<file path="config.mk">
export PLATFORM = sky130hd
export DESIGN_NAME = prod_accum
export DESIGN_NICKNAME = d
export VERILOG_FILES = /design/src/rtl/prod_accum_pkg.sv /design/src/rtl/accum_add.sv /design/src/rtl/prod_accum.sv
export SDC_FILE = /design/constraint.sdc
export NUM_CORES = 1
export LEC_CHECK = 0
export CORE_MARGIN = 3
export CORE_UTILIZATION = 48
export DETAILED_ROUTE_END_ITERATION = 16
export PLACE_DENSITY = 0.75
export SETUP_SLACK_MARGIN = 0.2
export SYNTH_ARGS = -nofsm -noshare
export SYNTH_HDL_FRONTEND = slang
export SYNTH_SLANG_ARGS = --single-unit
export TNS_END_PERCENT = 30
</file>
<file path="constraint.sdc">
create_clock -name clk -period 2.3 [get_ports clk]
set_input_delay 0.69 -clock clk [delete_from_list [all_inputs] [get_ports clk]]
set_output_delay 0.69 -clock clk [all_outputs]
set_load 0.01 [all_outputs]
</file>
<file path="src/rtl/prod_accum_pkg.sv">
// prod_accum_pkg: shared types and width helpers for the product accumulator.
// Holds the FSM state encoding, the default accumulator width rule and the
// block-counter width rule, so the top and the bench agree on them.
package prod_accum_pkg;

  typedef enum logic [1:0] {
    IDLE  = 2'd0,
    ACCUM = 2'd1,
    DONE  = 2'd2
  } accum_state_t;

  // Default accumulator width: enough headroom for LEN full-scale products.
  function automatic int acc_w_default(input int n, input int len);
    return 2 * n + $clog2(len);
  endfunction

  // Width of the per-block product counter (counts 0 .. LEN-1).
  function automatic int cnt_w(input int len);
    return ($clog2(len) < 1) ? 1 : $clog2(len);
  endfunction

endpackage

</file>
<file path="src/rtl/accum_add.sv">
// accum_add: combinational W-bit unsigned adder with carry out.
// Build option PROD_ACCUM_SAT_EN: when defined, a carry clamps the sum to
// all-ones; when undefined, the sum wraps modulo 2^W. The carry output is
// raw in both builds so the caller can flag overflow either way.
module accum_add #(
  parameter int W = 11
) (
  input  logic [W-1:0] a,
  input  logic [W-1:0] b,
  output logic [W-1:0] sum,
  output logic         carry
);

  logic [W:0] full;

  // One-bit-wider add exposes the carry; saturation is applied on top of it.
  always_comb begin
    // NOTE: every output of a combinational block gets a value on every path, otherwise a latch is inferred.
    full  = {1'b0, a} + {1'b0, b};
    carry = full[W];
`ifdef PROD_ACCUM_SAT_EN
    sum   = carry ? {W{1'b1}} : full[W-1:0];
`else
    sum   = full[W-1:0];
`endif
  end

endmodule

</file>
<file path="src/rtl/prod_accum.sv">
// prod_accum: sums exactly LEN unsigned products per block from the pipelined
// multiplier and presents the block sum on a valid/ready port.
// Build option PROD_ACCUM_SAT_EN selects a saturating accumulator (see
// accum_add); without it the accumulator wraps. Ports and timing are the
// same in both builds.
module prod_accum
  import prod_accum_pkg::*;
#(
  parameter int N     = 4,
  parameter int LEN   = 8,
  parameter int ACC_W = acc_w_default(N, LEN)
) (
  input  logic             clk,
  input  logic             rst,
  input  logic             start,
  input  logic             p_valid,
  input  logic [2*N-1:0]   P,
  output logic             acc_valid,
  input  logic             acc_ready,
  output logic [ACC_W-1:0] acc_out,
  output logic             busy,
  output logic             overflow,
  output logic             drop
);

  localparam int PW = 2 * N;
  localparam int CW = cnt_w(LEN);
  localparam logic [CW-1:0] LAST = CW'(LEN - 1);

  accum_state_t     state;
  logic [ACC_W-1:0] acc;
  logic [CW-1:0]    count;
  logic [ACC_W-1:0] p_ext;
  logic [ACC_W-1:0] add_sum;
  logic             add_carry;

  // Products are unsigned, so widening is a plain zero-extension.
  assign p_ext = ACC_W'(P[PW-1:0]);

  accum_add #(.W(ACC_W)) u_add (
    .a     (acc),
    .b     (p_ext),
    .sum   (add_sum),
    .carry (add_carry)
  );

  // Block FSM, product counter, sticky flags and the registered result port.
  always_ff @(posedge clk) begin
    // NOTE: sequential state uses non-blocking assignments so every register updates from pre-edge values.
    if (rst) begin
      state     <= IDLE;
      acc       <= '0;
      count     <= '0;
      acc_out   <= '0;
      acc_valid <= 1'b0;
      busy      <= 1'b0;
      overflow  <= 1'b0;
      drop      <= 1'b0;
    end else begin
      case (state)
        IDLE: begin
          if (start) begin
            state    <= ACCUM;
            busy     <= 1'b1;
            acc      <= '0;
            count    <= '0;
            overflow <= 1'b0;
            drop     <= 1'b0;
          end else if (p_valid) begin
            drop <= 1'b1;
          end
        end

        ACCUM: begin
          if (start) begin
            // Upstream was flushed: restart the block and discard any product
            // that arrives in this same cycle.
            acc      <= '0;
            count    <= '0;
            overflow <= 1'b0;
            drop     <= 1'b0;
          end else if (p_valid) begin
            acc <= add_sum;
            if (add_carry) begin
              overflow <= 1'b1;
            end
            if (count == LAST) begin
              acc_out   <= add_sum;
              acc_valid <= 1'b1;
              count     <= '0;
              state     <= DONE;
            end else begin
              count <= count + 1'b1;
            end
          end
        end

        DONE: begin
          // acc_out is only written on block completion, so it holds while
          // the result waits for acc_ready; start is ignored here.
          if (p_valid) begin
            drop <= 1'b1;
          end
          if (acc_ready) begin
            acc_valid <= 1'b0;
            busy      <= 1'b0;
            state     <= IDLE;
          end
        end

        default: begin
          state     <= IDLE;
          busy      <= 1'b0;
          acc_valid <= 1'b0;
        end
      endcase
    end
  end

endmodule
</file>
==> run_results.csv, run 1 <==
group,metric,value,unit
status,status,"finished clean",
floorplanning,start_util,52.1,%
floorplanning,fp.dieH,67.6,um
drt,drt_iter0_drc,143,
sta,maxSlewHeadroom,70.0,%
placed_design,portBuffers,27,
floorplanning,die_area,4570,um2
setup_path,worstPathArrival,2.28,ns
placed_design,gp_congestion,0.853,
floorplanning,die_w,67.6,um
setup_path,crit_top_cell,"buf_4",
setup_path,critical_path_class,"input pin to flip-flop",
global_routing,grt_max_degree,19,
pwr,leakagePower,1.07,nW
setup_path,crit_path_start_kind,"input pin",
final_layout,final_common_cell,"buf_4",
min_path,worstHoldPathType,"flip-flop to flip-flop",
yosys,ys.flop_type,"dfxtp_1",
drt,drc,0,
clocking,insertion_delay,0.29,ns
sta,finalSetupTns,0,ns
setup_path,cp_data_required_time,2.45,ns
yosys,syn_area,1820,um2
setup_path,crit_fanout,5,
yosys,synth_nets,241,
final_layout,area_delta_synth_final,45.9,%
drt,num_vias,1913,
setup_path,cp_slowest_stage_delay,0.42,ns
sta,rsz0062_at_grt,"yes",
final_layout,final_cells,321,
clocking,cts_tree,"done",
final_layout,fin_nets,304,
drt,drt-wirelength-per-cell,16.2,um
setup_path,r2r_cells,8,
sta,setup_viol,0,
sta,hold_viol_final,0,
sta,tightestPinTransition,0.450,ns
yosys,avgSynthCellArea,8.55,um2
final_layout,fill_cells,254,
clocking,clk_transition_reported_paths,0.06,ns
sta,skew,0.00924,ns
yosys,synth_edf_count,0,
setup_path,critPathCaptureType,"flip-flop",
min_path,hold_path_depth,2,
final_layout,drive_gt1_share,28.4,%
global_routing,grt_pass1_wl,8050,um
clocking,htreeDepth,2,
yosys,ys_types,47,
yosys,synth_seq_cells,31,
floorplanning,core-area,3490,um2
drt,antenna_left,0,
clocking,clockRootBuffer,"clkbuf_8",
setup_path,cp_cell_sequence,"buf_2 -> ha_4 -> fa_2 -> a211oi_4 -> buf_4 -> o211ai_4 -> buf_4 -> nand4_1 -> o311ai_2",
sta,maxSlewViolCount,0,
drt,wirelength,5210,um
drt,avgViaCountPerCell,5.96,
pwr,ir_worst_vdd,0.572,mV
drt,first_pass_iters,4,
pwr,p_per_area,559,nW/um2
floorplanning,rows,21,
global_routing,grt_pass1_vias,1776,
yosys,async_reset_ff_share,0,%
sta,fmax,470,MHz
final_layout,final_core_util,76.1,%
job,cap_violations,0,
global_routing,antenna_found_initial,0,
final_layout,most-common-layout-cells,"buf_4, dfxtp_1, nand2_1, clkdlybuf4s50_1, nand3_1",
placed_design,dp_cells,309,
sta,fin_crit_sh,92.4,%
yosys,synth_seq_area_share,34.1,%
yosys,yosys_warnings,0,
yosys,syn_inst,213,
setup_path,critical_path.slowest_cell,"fa_2",
global_routing,track_usage,23.6,%
sta,post-route-min-period,2.13,ns
floorplanning,io_pins,28,
clocking,cts.sink_count,31,
placed_design,post-dp-hpwl,3390,um
clocking,clockBufferDepth,2,
final_layout,num_antenna_cells,0,
global_routing,grt-ovfl-total,0,
clocking,numCtsBuffers,5,
## final cells by class
cell class | count | area, um2 | share of cell area, %
well taps | 46 | 57.6 | 2.16
flip-flops and latches | 31 | 621 | 23.3
repair buffers | 66 | 578 | 21.7
multi-input cells | 166 | 1310 | 49.2
inverters | 6 | 22.5 | 0.847
clock buffers | 6 | 72.6 | 2.73
## worst paths after layout
path,from,endpoint,slack [ns]
hold reg to reg,busy$_SDFFE_PP0P_,busy$_SDFFE_PP0P_,0.45
setup reg to reg,acc[0]$_SDFFE_PP0P_,acc_out[8]$_SDFFE_PP0P_,0.34
setup / recovery,P[0],acc_out[8]$_SDFFE_PP0P_,0.17
hold / removal,busy$_SDFFE_PP0P_,busy$_SDFFE_PP0P_,0.45
## layer usage
metal | part of all wire, % | global-route usage (%) | up-vias | routed length, um
li1 | - | - | 928 | -
met1 | 43 | 28.7 | 906 | 2250
met2 | 48 | 39.4 | 64 | 2520
met3 | 6.0 | 6.16 | 15 | 311
met4 | 2.4 | 9.37 | 0 | 127
met5 | 0 | 0 | - | 0
## synth_stat cells (all sizes together) (3+ instances only)
cell type   n  area (um2)
xnor2       3        26.3
nand4       4        25.0
a21oi      19        95.1
nand3      18        90.1
o21ai       7        35.0
ha         14         175
nor2b       3        21.3
o211ai      4        45.1
clkbuf      4        15.0
inv         6        22.5
dfxtp      31         621
a211oi     12         105
a31oi       3        18.8
o31ai       5        37.5
nor3        6        30.0
buf         6        32.5
nor2       10        37.5
nand2      24        90.1
and3        3        18.8
a21o        3        22.5
## report_power, final
| part | switching [mW] | internal [mW] | leakage [nW] |
|---|---|---|---|
| registers | 0.0212 | 0.567 | 0.251 |
| clock network | 0.193 | 0.201 | 0.0371 |
| logic | 0.266 | 0.238 | 0.785 |
## cells by family after synthesis
kind of cell	synth area share (%)
AO/OA/AOI/OAI	26.2
adder cells (fa/ha/maj)	10.7
flip-flops	34.1
XOR/XNOR	1.44
AND/OR/NAND/NOR	23.7
buffers and inverters	3.85
## timing repair
item	in CTS	in global routing
buffers inserted	3	3
setup endpoints to repair	17	12
hold buffers	0	0
gates cloned	0	0
pin swaps	9	12
gates resized for setup	19	15
## state kept, by name, summed over array words and instances, names as in the netlist
name and count:
acc 11, acc_out 11, count 3, drop 1, overflow 1, busy 1, acc_valid 1, state 2
## through the flow
stage	instance area, um2	setup WS (ns)	hold WS (ns)	power (mW)
final	2660	0.174	0.449	1.49
after floorplan	1840	0.151	0.436	0.855
after global routing	2660	0.131	0.479	1.55
after CTS	2540	0.146	0.456	1.47
after detailed placement	2380	-0.484	0.444	1.06
after global placement	2380	-0.442	0.441	1.05
## worst max-delay path: cells and delay by family
| kind | cells | cell delay [ns] |
|---|---|---|
| AND/OR/NAND/NOR | 1 | 0.10 |
| buffers and inverters | 3 | 0.44 |
| AO/OA/AOI/OAI | 3 | 0.46 |
| adder cells (fa/ha/maj) | 2 | 0.58 |
Power figures use the tool's default switching activity.
==> run 2: changes to the inputs <==
ABC_AREA = 1   (was not set)
CORE_UTILIZATION = 49   (was 48)
PLACE_DENSITY = 0.76   (was 0.75)
==> run 2 against run 1 <==
Compared with the run above:
- design area fell by 4.3%
- sequential power is 5.4% higher
- largest cell class unchanged
- utilization decreased by 7.6 points
- clock skew down 0.0023 ns
- count of clock-buffer cells in the layout rose by 2
- clock power is 21% higher
- synthesized area up 5.1%
- routed wire length decreased by 15%
- global-route usage fell by 4.1 points
- largest power group is now combinational cells
- register-to-register slack gained 0.29 ns
- synthesized cell count grew 22%
- non-clock buffer count fell by 28
- critical path type unchanged
==> run_results.csv, run 2 <==
group,metric,value,unit
sta,hold_viol_final,0,
pwr,power.total,1.74,mW
sta,rsz0062_at_grt,"yes",
yosys,avgSynthCellArea,7.36,um2
setup_path,critPathCaptureType,"flip-flop",
pwr,ir_worst_vdd,0.620,mV
drt,first_pass_iters,4,
drt,drt-wirelength-per-cell,12.7,um
setup_path,critical_path_class,"input pin to flip-flop",
sta,tightestPinTransition,0.548,ns
final_layout,fin_nets,328,
sta,fin_crit_sh,89.4,%
setup_path,cp_slowest_stage_delay,0.48,ns
setup_path,crit_fanout,3,
yosys,synth_edf_count,0,
drt,antenna_left,0,
pwr,p_clk_share,27.4,%
clocking,clockRootBuffer,"clkbuf_8",
setup_path,critical_path.slowest_cell,"clkdlybuf4s50_1",
drt,num_vias,1816,
final_layout,final_area,2540,um2
yosys,ys_top_cells_by_area,"dfxtp_1, nand2_1, ha_1, nor2_1, nand3_1",
sta,maxSlewViolCount,0,
drt,avgViaCountPerCell,5.20,
min_path,hold_path_depth,2,
placed_design,gp_congestion,0.943,
yosys,ys_types,33,
global_routing,antenna_found_initial,0,
floorplanning,rows,22,
floorplanning,fp.dieH,68.5,um
yosys,synthTopCellsByCount,"nand2_1, dfxtp_1, nor2_1, inv_1, nand3_1",
placed_design,post-dp-hpwl,3170,um
sta,skew,0.00691,ns
pwr,leakagePower,1.13,nW
status,status,"finished clean",
sta,timing.final.ws_setup,0.244,ns
floorplanning,io_pins,28,
setup_path,r2r_cells,9,
sta,post-route-min-period,2.06,ns
clocking,cts_tree,"done",
pwr,power.switching,0.619,mW
setup_path,cp_cell_sequence,"clkdlybuf4s50_1 -> fa_2 -> nand2_2 -> nand3_4 -> nand3_2 -> nand2_1 -> nand2_1 -> nand2_1 -> nand2_2 -> o211ai_2 -> inv_2",
global_routing,grt_max_degree,19,
global_routing,grt_pass1_wl,6740,um
yosys,syn_area,1910,um2
yosys,synth.largest_area_cell,"dfxtp_1",
final_layout,area_delta_synth_final,32.9,%
sta,fmax,486,MHz
floorplanning,die_area,4690,um2
clocking,htreeDepth,2,
final_layout,reg_top3,"acc x11, acc_out x11, count x3",
yosys,synth_most_common_cell,"nand2_1",
final_layout,most-common-layout-cells,"nand2_1, dfxtp_1, nor2_1, clkdlybuf4s50_1, inv_1",
setup_path,cpLargestDelayFamily,"simple AND/OR/NAND/NOR gates",
pwr,p_int,1.13,mW
global_routing,grt-ovfl-total,0,
global_routing,track_usage,19.5,%
yosys,ys.flop_type,"dfxtp_1",
floorplanning,core-area,3720,um2
drt,wirelength,4440,um
job,cap_violations,0,
setup_path,cp_data_required_time,2.54,ns
floorplanning,die_w,68.5,um
clocking,insertion_delay,0.29,ns
final_layout,final_common_cell,"nand2_1",
clocking,clk_transition_reported_paths,0.07,ns
placed_design,dpl_cell_area,2280,um2
yosys,synth_seq_area_share,32.4,%
yosys,synth.top_cell.area_share,32.4,%
pwr,pwr-share-comb,37.0,%
sta,holdWs,0.445,ns
clocking,numCtsBuffers,5,
setup_path,crit_top_cell,"nand2_1",
yosys,async_reset_ff_share,0,%
min_path,worstHoldPathType,"flip-flop to flip-flop",
clocking,cts.sink_count,31,
placed_design,dp_cells,340,
sta,maxSlewHeadroom,63.4,%
setup_path,worstPathArrival,2.30,ns
yosys,synth_seq_cells,31,
setup_path,crit_path_start_kind,"input pin",
final_layout,drive_gt1_share,26.2,%
pwr,p_per_area,686,nW/um2
yosys,yosys_warnings,0,
clocking,clockBufferDepth,2,
clocking,cts_hold_buffers,0,
drt,drc,0,
global_routing,grt_pass1_vias,1585,
drt,drt_iter0_drc,118,
final_layout,final_core_util,68.5,%
sta,setup_viol,0,
yosys,synth_nets,288,
setup_path,path_depth,11,
final_layout,num_antenna_cells,0,
floorplanning,start_util,51.5,%
yosys,syn_inst,260,
placed_design,pre_cts_ws,-0.160,ns
final_layout,final_cells,349,
pwr,swShare,35.5,%
placed_design,portBuffers,27,
setup_path,path_buf_inv,2,
final_layout,fill_cells,316,
sta,finalSetupTns,0,ns
pwr,seqPwrFrac,35.5,%
==> run 2: cell count changes after synthesis, moves of 5 or more <==
| cell | previous run | this run |
|---|---|---|
| nand2_1 | 24 | 57 |
| nor2_1 | 10 | 31 |
| inv_1 | 6 | 25 |
| nand2_2 | 0 | 13 |
| a21oi_1 | 19 | 7 |
| a21oi_2 | 0 | 12 |
| a211oi_1 | 9 | 1 |
| nor3_1 | 6 | 0 |
| inv_2 | 0 | 5 |
| o31ai_1 | 5 | 0 |
==> run 2: routing by layer <==
metal | vias up | part of all wire (%) | track usage (%)
met5 | - | 0 | 0
met4 | 0 | 1.4 | 8.93
met3 | 9 | 4.8 | 6.32
met2 | 39 | 51 | 32.3
met1 | 845 | 43 | 22.7
li1 | 923 | - | -
==> run 2: cell families (layout without fill, tap and decap cells) <==
group	count (synthesis)	count (layout)	share of synthesized area, %
AO/OA/AOI/OAI	40	40	15.0
XOR/XNOR	3	3	1.37
adder cells (fa/ha/maj)	15	15	10.2
buffers and inverters	36	77	8.43
flip-flops	31	31	32.4
AND/OR/NAND/NOR	135	135	32.6
==> run 2: tightest hold or removal path: stages (launching register included) <==
cell and delay [ns]:
dfxtp_1 0.31, inv_1 0.05, a21oi_1 0.05
==> run 2: repair_timing <==
action | CTS | global route
gates resized for setup | 2 | 28
setup endpoints to repair | 8 | 13
gates cloned | 0 | 0
setup buffers | 0 | 1
pin swaps | 1 | 11
==> run 2: final timing paths <==
path                                             from                 endpoint  slack [ns]
worst min-delay path            overflow$_SDFFE_PP0P_    overflow$_SDFFE_PP0P_        0.45
worst min register to register  overflow$_SDFFE_PP0P_    overflow$_SDFFE_PP0P_        0.45
worst max-delay path                             P[1]  acc_out[6]$_SDFFE_PP0P_        0.24
worst max register to register  state[0]$_SDFFE_PP0P_    overflow$_SDFFE_PP0P_        0.63
==> run 2: power by group through the flow <==
stage               Clock [mW]  Sequential [mW]  Combinational (mW)
floorplan                    0            0.635               0.415
global placement             0            0.628               0.596
detailed placement           0            0.631               0.608
CTS                      0.490            0.618               0.612
global route             0.510            0.625               0.705
finish                   0.478            0.620               0.646
==> run 2: layout make-up <==
type,count,area (um2),share of cell area (%)
Multi-Input combinational cell,193,1290,50.6
Inverter,31,118,4.62
Sequential cell,31,621,24.4
Tap cell,48,60.1,2.36
Timing Repair Buffer,38,358,14.1
Clock buffer,8,100,3.94
==> run 3: changes to the inputs <==
GPL_TIMING_DRIVEN = 0   (was not set)
REMOVE_ABC_BUFFERS = 1   (was not set)
==> run 3 against run 2 <==
Compared with the run above:
- sequential power barely moved
- critical path depth decreased by 1
- worst setup slack improved by 0.061 ns
- global-route usage is 0.28 points lower
- clock skew fell by 0.0025 ns
- design area shrank 4.6%
- via count decreased by 5.4%
- first-iteration DRC count fell by 36%
- die area stayed put
- count of clock-buffer cells in the layout down 1
- utilization is 3.1 points lower
==> run_results.csv, run 3 (synthesis gave the netlist of run 2 again) <==
group,metric,value,unit
final_layout,final_area,2430,um2
drt,num_vias,1718,
placed_design,pre_cts_ws,-0.506,ns
pwr,seqPwrFrac,38.0,%
drt,first_pass_iters,4,
floorplanning,rows,22,
sta,fmax,501,MHz
global_routing,grt-ovfl-total,0,
setup_path,critical_path.slowest_cell,"clkdlybuf4s50_1",
clocking,clk_transition_reported_paths,0.06,ns
clocking,cts.sink_count,31,
status,status,"finished clean",
global_routing,track_usage,19.2,%
sta,timing.final.ws_setup,0.305,ns
setup_path,cpLargestDelayFamily,"buffers and inverters",
setup_path,cp_data_required_time,2.53,ns
floorplanning,fp.dieH,68.5,um
sta,post-route-min-period,1.99,ns
global_routing,antenna_found_initial,0,
drt,drc,0,
setup_path,path_buf_inv,2,
final_layout,fill_cells,322,
floorplanning,core-area,3720,um2
final_layout,drive_gt1_share,21.3,%
final_layout,register_area,621,um2
pwr,p_per_area,672,nW/um2
global_routing,grt_pass1_wl,6800,um
final_layout,final_common_cell,"nand2_1",
final_layout,multiInputGateArea,1260,um2
clocking,clockRootBuffer,"clkbuf_8",
clocking,numCtsBuffers,5,
placed_design,gp_congestion,0.901,
final_layout,final_cells,339,
global_routing,grt_pass1_vias,1627,
floorplanning,io_pins,28,
pwr,leakagePower,1.05,nW
final_layout,fin_nets,318,
pwr,p_clk_share,25.7,%
clocking,cts_hold_buffers,0,
clocking,insertion_delay,0.29,ns
setup_path,crit_path_start_kind,"input pin",
job,cap_violations,0,
pwr,p_int,1.02,mW
setup_path,crit_fanout,4,
final_layout,most-common-layout-cells,"nand2_1, dfxtp_1, nor2_1, inv_1, clkdlybuf4s50_1",
clocking,htreeDepth,2,
drt,drt-wirelength-per-cell,12.1,um
drt,antenna_left,0,
setup_path,critical_path_class,"input pin to flip-flop",
setup_path,crit_top_cell,"nand2_1",
clocking,cts_tree,"done",
sta,fin_crit_sh,86.7,%
sta,finalSetupTns,0,ns
sta,maxSlewViolCount,0,
pwr,pwr-share-comb,36.4,%
pwr,ir_worst_vdd,0.601,mV
drt,avgViaCountPerCell,5.07,
final_layout,final_core_util,65.3,%
final_layout,num_antenna_cells,0,
setup_path,worstPathArrival,2.23,ns
global_routing,grt_max_degree,20,
placed_design,dpl_cell_area,2200,um2
drt,wirelength,4100,um
drt,drt_iter0_drc,75,
setup_path,cp_cell_sequence,"clkdlybuf4s50_1 -> ha_4 -> a21oi_2 -> nor2_1 -> nor2_1 -> nand2_1 -> nand2_1 -> nand2_1 -> a21o_1 -> inv_1",
sta,rsz0062_at_grt,"yes",
min_path,worstHoldPathType,"flip-flop to flip-flop",
pwr,swShare,37.3,%
pwr,power.switching,0.608,mW
sta,tightestPinTransition,0.580,ns
sta,maxSlewHeadroom,61.2,%
clocking,clockBufferDepth,2,
sta,setup_viol,0,
final_layout,area_delta_synth_final,26.8,%
final_layout,reg_top3,"acc x11, acc_out x11, count x3",
setup_path,cp_slowest_stage_delay,0.51,ns
placed_design,post-dp-hpwl,2790,um
floorplanning,die_w,68.5,um
floorplanning,start_util,51.5,%
sta,hold_viol_final,0,
placed_design,dp_cells,330,
sta,skew,0.00438,ns
setup_path,critPathCaptureType,"flip-flop",
placed_design,portBuffers,27,
floorplanning,die_area,4690,um2
## run 3: layer usage
layer | routed length [um] | share of wire, % | global-route usage, % | up-vias
met2 | 1910 | 47 | 32.4 | 35
met5 | 0 | 0 | 0 | -
li1 | - | - | - | 898
met1 | 1930 | 47 | 23.0 | 775
met3 | 177 | 4.3 | 5.02 | 10
met4 | 77 | 1.9 | 7.94 | 0
## run 3: what timing repair did
action | 4_1_cts | 5_1_grt
pin swaps | 1 | 4
setup buffers | 1 | 0
resized for setup | 7 | 19
setup endpoints to repair | 18 | 21
endpoints found under the hold margin | 0 | 0
## run 3: final timing paths
check             slack, ns                       to             startpoint  cells past startpoint
hold / removal         0.45    overflow$_SDFFE_PP0P_  overflow$_SDFFE_PP0P_                      2
hold reg to reg        0.45    overflow$_SDFFE_PP0P_  overflow$_SDFFE_PP0P_                      2
setup reg to reg       0.59    count[0]$_SDFFE_PP0P_  state[0]$_SDFFE_PP0P_                      6
setup / recovery       0.31  acc_out[7]$_SDFFE_PP0P_                   P[4]                     10
## run 3: stage by stage
step	total power, mW	hold WS [ns]
floorplan	1.01	0.443
CTS	1.60	0.448
finish	1.63	0.446
detailed placement	1.17	0.438
global route	1.73	0.478
global placement	1.17	0.439
## run 3: cell type report
cell class	instances	share of cell area, %
well taps	48	2.47
inverters	31	4.85
multi-input cells	193	52.1
clock inverters	1	0.206
flip-flops and latches	31	25.6
repair buffers	28	11.7
clock buffers	7	3.14
## run 3: power groups by stage
| stage | sequential, mW | combinational, mW | clock, mW |
|---|---|---|---|
| detailed placement | 0.629 | 0.542 | 0 |
| floorplan | 0.635 | 0.376 | 0 |
| finish | 0.619 | 0.594 | 0.419 |
| CTS | 0.617 | 0.556 | 0.425 |
| global placement | 0.628 | 0.539 | 0 |
| global route | 0.624 | 0.661 | 0.442 |
## run 3: worst reg2reg max path, cell delays in order, from the launching register on
cell      delay, ns
dfxtp_1        0.38
inv_1          0.08
ha_1           0.26
o21ai_4        0.49
inv_2          0.18
nand3b_1       0.13
a21oi_1        0.06
